==> src/rtl/uart_rx.sv <==
// 8-N-1 UART receiver with 16x oversampling and 3-sample majority vote per bit.
// Optional even-parity bit between data and stop when UART_RX_PARITY_EN is defined.
`timescale 1ns/1ps
module uart_rx #(
  parameter int CLK_HZ = 50_000_000,
  parameter int BAUD   = 115200
) (
  input  logic       clk,
  input  logic       rst_n,
  input  logic       rx,
  output logic [7:0] rx_data,
  output logic       rx_val,
  output logic       frame_err,
  output logic       parity_err
);

  localparam int DIV = (CLK_HZ + BAUD * 8) / (BAUD * 16);
  localparam int DW  = (DIV > 1) ? $clog2(DIV) : 1;
  localparam logic [DW-1:0] DIV_LAST = DW'(DIV - 1);

  typedef enum logic [2:0] {IDLE, START, DATA, PARITY, STOP, WAIT_HIGH} state_t;

  state_t      state, state_next;
  logic        rx_meta, rx_s;
  logic [DW-1:0] div_cnt;
  logic        tick;
  logic [3:0]  os_cnt;
  logic [2:0]  bit_cnt;
  logic [7:0]  shift_reg;
  logic        s7, s8;
  logic        maj, decide, last_os, par_ok;
  logic        load, ferr_set, perr_set, os_run;

  // Synchronizer resets to the idle level so reset release never looks like a start bit.
  always_ff @(posedge clk or negedge rst_n) begin
    if (!rst_n) begin
      rx_meta <= 1'b1;
      rx_s    <= 1'b1;
    end else begin
      // NOTE: sequential state uses <= so every flop samples pre-edge values regardless of statement order.
      rx_meta <= rx;
      rx_s    <= rx_meta;
    end
  end

  always_ff @(posedge clk or negedge rst_n) begin
    if (!rst_n)    div_cnt <= '0;
    else if (tick) div_cnt <= '0;
    else           div_cnt <= div_cnt + 1'b1;
  end

  assign tick    = (div_cnt == DIV_LAST);
  assign maj     = (s7 & s8) | (s7 & rx_s) | (s8 & rx_s);
  assign decide  = tick && (os_cnt == 4'd9);
  assign last_os = tick && (os_cnt == 4'd15);

`ifdef UART_RX_PARITY_EN
  logic par_bit;
  logic perr_q;
  assign par_ok     = ~(^shift_reg ^ par_bit);
  assign parity_err = perr_q;
`else
  assign par_ok     = 1'b1;
  assign parity_err = 1'b0;
`endif

  always_ff @(posedge clk or negedge rst_n) begin
    if (!rst_n) state <= IDLE;
    else        state <= state_next;
  end

  always_comb begin
    // NOTE: every output of this block gets a default first, so no path can infer a latch.
    state_next = state;
    load       = 1'b0;
    ferr_set   = 1'b0;
    perr_set   = 1'b0;
    case (state)
      IDLE:      if (tick && !rx_s) state_next = START;
      START: begin
        if (decide && maj) state_next = IDLE;
        else if (last_os)  state_next = DATA;
      end
      DATA: begin
        if (last_os && bit_cnt == 3'd7) begin
`ifdef UART_RX_PARITY_EN
          state_next = PARITY;
`else
          state_next = STOP;
`endif
        end
      end
      PARITY:    if (last_os) state_next = STOP;
      STOP: begin
        if (decide) begin
          // A good stop bit ends the frame at mid-bit to absorb baud mismatch.
          if (maj) begin
            load       = par_ok;
            perr_set   = !par_ok;
            state_next = IDLE;
          end else begin
            ferr_set   = 1'b1;
            perr_set   = !par_ok;
            state_next = WAIT_HIGH;
          end
        end
      end
      WAIT_HIGH: if (tick && rx_s) state_next = IDLE;
      default:   state_next = IDLE;
    endcase
  end

  // Oversample counter runs only inside a frame and restarts at 0 for each new frame.
  assign os_run = (state != IDLE) && (state != WAIT_HIGH) &&
                  (state_next != IDLE) && (state_next != WAIT_HIGH);

  always_ff @(posedge clk or negedge rst_n) begin
    if (!rst_n) begin
      os_cnt    <= '0;
      bit_cnt   <= '0;
      shift_reg <= '0;
      s7        <= 1'b1;
      s8        <= 1'b1;
      rx_data   <= '0;
      rx_val    <= 1'b0;
      frame_err <= 1'b0;
    end else begin
      if (tick) begin
        os_cnt <= os_run ? os_cnt + 1'b1 : 4'd0;
        if (os_cnt == 4'd7) s7 <= rx_s;
        if (os_cnt == 4'd8) s8 <= rx_s;
      end
      if (state == IDLE)                bit_cnt <= '0;
      else if (state == DATA && last_os) bit_cnt <= bit_cnt + 1'b1;
      if (state == DATA && decide) shift_reg <= {maj, shift_reg[7:1]};
      if (load) rx_data <= shift_reg;
      rx_val    <= load;
      frame_err <= ferr_set;
    end
  end

`ifdef UART_RX_PARITY_EN
  always_ff @(posedge clk or negedge rst_n) begin
    if (!rst_n) begin
      par_bit <= 1'b0;
      perr_q  <= 1'b0;
    end else begin
      if (state == PARITY && decide) par_bit <= maj;
      perr_q <= perr_set;
    end
  end
`endif

endmodule

==> config.mk <==
export PLATFORM = sky130hd
export DESIGN_NAME = uart_rx
export DESIGN_NICKNAME = d
export VERILOG_FILES = /design/src/rtl/uart_rx.sv
export SDC_FILE = /design/constraint.sdc
export NUM_CORES = 1
export LEC_CHECK = 0
export ABC_CLOCK_PERIOD_IN_PS = 3300
export CORE_UTILIZATION = 61
export DETAILED_ROUTE_END_ITERATION = 8
export GPL_TIMING_DRIVEN = 0
export MAX_ROUTING_LAYER = met4
export PLACE_DENSITY = 0.93
export SLEW_MARGIN = 25
export SYNTH_ARGS = -nofsm -noshare
export SYNTH_HDL_FRONTEND = slang
export SYNTH_SLANG_ARGS = --single-unit
export TNS_END_PERCENT = 10
==> constraint.sdc <==
create_clock -name clk -period 3.3 [get_ports clk]
set_input_delay 0.66 -clock clk [delete_from_list [all_inputs] [get_ports clk]]
set_output_delay 0.66 -clock clk [all_outputs]
set_load 0.05 [all_outputs]
==> run summary <==
CTS buffer count: 5
Avg Cell Area, Syn: 12.44 µm²
GRT Total Usage: 0.2367
part of the power in combinational logic: 0.033
# rows: 19
Post-CTS Hold Buffers: 0
clock power share: 0.453
Layout area overhead: 15.95%
Flop pwr share: 0.514
CP arrival: 2.75 ns
Detailed Route WL: 3387 µm
Cell Pwr Density: 425.4 nW/µm²
final core occ: 0.7521
global placement routability congestion: 0.8315
Max-cap violations: 0
sequential share of the synthesized area: 0.5160
Pre-Repair DR Iteration Count: 4
vias in the first global route: 1162
global route overflow: 0
htree depth: 2
EDFF count, synth: 0
Resized cells post-CTS: 0
WL/cell: 17.19 µm
YS warnings: 0
Pint: 0.7054 mW
clk_skew: 0.01561 ns
Die X: 56.39 µm
switching power: 0.1847 mW
setup TNS: 0 ns
CTS tree: built
crit path launch type: flip-flop
critical path fanouts, max: 9
register area: 930.9 µm²
Setup crit end kind: flip-flop
Min Clock Period, post-route: 2.517 ns
register-to-register setup slack: 0.78 ns
Async SR Flop Fraction: 1.000
initial core utilization: 0.6487
top area cells in the synthesized netlist: dfrtp_1, mux2_2, dfstp_2
nets@finish: 175
top cell type's share of synthesized area: 0.4577
outcome: complete, no violations
layout cells sized above 1: 0.3253
CTS clk-pin slew, worst paths: 0.13 ns
CTS max path bufs: 2
Required @ worst endpoint: 3.54 ns
HPWL after DPL: 2234 µm
area of the multi-input gates: 799.5 µm²
Fin. Hold Viols: 0
Relative slew margins: 0.6643
reg2reg end: os_cnt[3]$_DFFE_PN0N_
post-synthesis cell type with the largest combined area: dfrtp_1
synthesized instance count: 145
Final Slew Violations: 0
initial antenna violation count: 0
most frequent cell after synthesis: dfrtp_1
reg2reg path depth: 9
Crit Reg-Reg Startpoint: div_cnt[0]$_DFF_PN0_
Peak VDD IR: 0.4516 mV
clock sinks: 37
Die Ht: 56.39 µm
Yosys reg bits: 37
Placeable Area: 2781 µm²
fin crit share: 0.7626
Antenna Nets Post-Route: 0
min-delay worst type: in2async
Post-Syn Area: 1804 µm²
leak pwr: 0.9540 nW
synth cell count leaders: dfrtp_1, mux2_2, nor2_1
Mapped Nets: 155
ANT cells: 0
CTS root buffer: clkbuf_4
RSZ-0062 raised after global routing: no
vias post-DR: 1226
Vias/cell: 6.223
Setup Fix Bufs, Post-CTS: 0
number of I/O port buffers: 12
Finish-stage setup viols: 0
die area: 3179 µm²
pin count of the biggest net entering global routing: 23
Worst-Skew Late Latency: 0.36 ns
# fillers: 173
Worst-Margin Slew: 0.5020 ns
DRT iter0 DRCs: 62
critical path type: reg2reg
Unique masters post-synth: 48
DRC errors left: 0
I/O Pins: 14
global-route wire length before repair: 5409 µm
fmax: 0.3974 GHz
Net Sw Frac: 0.2075
Primary FF master, synth: dfrtp_1
[metal layers]
metal	global-route usage	part of all wire	vias to the layer above
met3	0.05991	0.045	15
met2	0.3844	0.51	44
met1	0.2754	0.41	617
met4	0.1150	0.034	0
li1	-	-	550
met5	-	0	-
[kinds of logic (layout without fill, tap and decap cells)]
| family | after synthesis | in the layout | share of synthesized area |
|---|---|---|---|
| adder cells (fa/ha/maj) | 8 | 8 | 0.05409 |
| flip-flops | 37 | 37 | 0.5159 |
| AND/OR/NAND/NOR | 45 | 45 | 0.1498 |
| buffers and inverters | 10 | 31 | 0.04091 |
| XOR/XNOR | 3 | 3 | 0.01873 |
| other | 1 | 1 | 0.002078 |
| multiplexers | 20 | 20 | 0.1241 |
| AO/OA/AOI/OAI | 21 | 21 | 0.09432 |
[power groups by stage]
| stage | clock, mW | sequential, mW | combinational (mW) |
|---|---|---|---|
| final | 0.404 | 0.457 | 0.0292 |
| after floorplan | 0 | 0.466 | 0.0124 |
| after global routing | 0.419 | 0.458 | 0.0321 |
| after CTS | 0.402 | 0.457 | 0.0290 |
| after detailed placement | 0 | 0.466 | 0.0283 |
| after global placement | 0 | 0.466 | 0.0241 |
[worst max-delay path by stage]
stage	startpoint	endpoint	slack (ns)	cells past startpoint
5_1_grt	div_cnt[0]$_DFF_PN0_	os_cnt[1]$_DFFE_PN0N_	0.70	10
3_5_place_dp	div_cnt[0]$_DFF_PN0_	os_cnt[3]$_DFFE_PN0N_	0.88	9
6_report	div_cnt[0]$_DFF_PN0_	os_cnt[3]$_DFFE_PN0N_	0.78	9
4_1_cts	div_cnt[0]$_DFF_PN0_	os_cnt[1]$_DFFE_PN0N_	0.79	10
2_1_floorplan	div_cnt[0]$_DFF_PN0_	os_cnt[3]$_DFFE_PN0N_	1.07	9
3_3_place_gp	rst_n	rx_data[4]$_DFFE_PN0P_	0.86	1
[worst max-delay path: stages, from the launching register on]
cell,delay (ns)
dfrtp_1,0.43
inv_1,0.07
ha_1,0.19
and4b_4,0.30
nand4_4,0.18
and4b_1,0.26
or3_4,0.42
xor2_2,0.21
o21ai_2,0.21
o211ai_1,0.12
[through the flow]
step / instance area, µm² / std cells / hold slack (ns) / worst slack [ns] / total power [mW]
2_1_floorplan: 1804 / 145 / 0.3452 / 1.068 / 0.4781
3_3_place_gp: 1963 / 188 / 0.3456 / 0.8597 / 0.4898
3_5_place_dp: 1986 / 189 / 0.3475 / 0.8750 / 0.4941
4_1_cts: 2092 / 197 / 0.2188 / 0.7886 / 0.8884
5_1_grt: 2092 / 197 / 0.2343 / 0.6970 / 0.9082
6_report: 2092 / 197 / 0.2089 / 0.7833 / 0.8900
[cells in the final DEF, fill, tap and decap left out, types with 3 or more instances in the layout]
cell type        count
mux2_2              19
clkdlybuf4s50_1     11
dfrtp_1             33
ha_1                 7
buf_6                3
a22o_1               3
a22o_2               3
nand3_1              4
clkbuf_4             5
inv_1                4
nor3_1               4
dfstp_2              4
nor2_1              12
nand2_1              9
[cell type report]
type,instances,area share
multi-input combinational,98,0.3822
buffer,6,0.02811
timing repair buffer,13,0.06818
clock inverter,3,0.03289
sequential,37,0.4450
inverter,4,0.007177
tap,31,0.01854
clock buffer,5,0.01794
(Power assumes the default switching activity.)
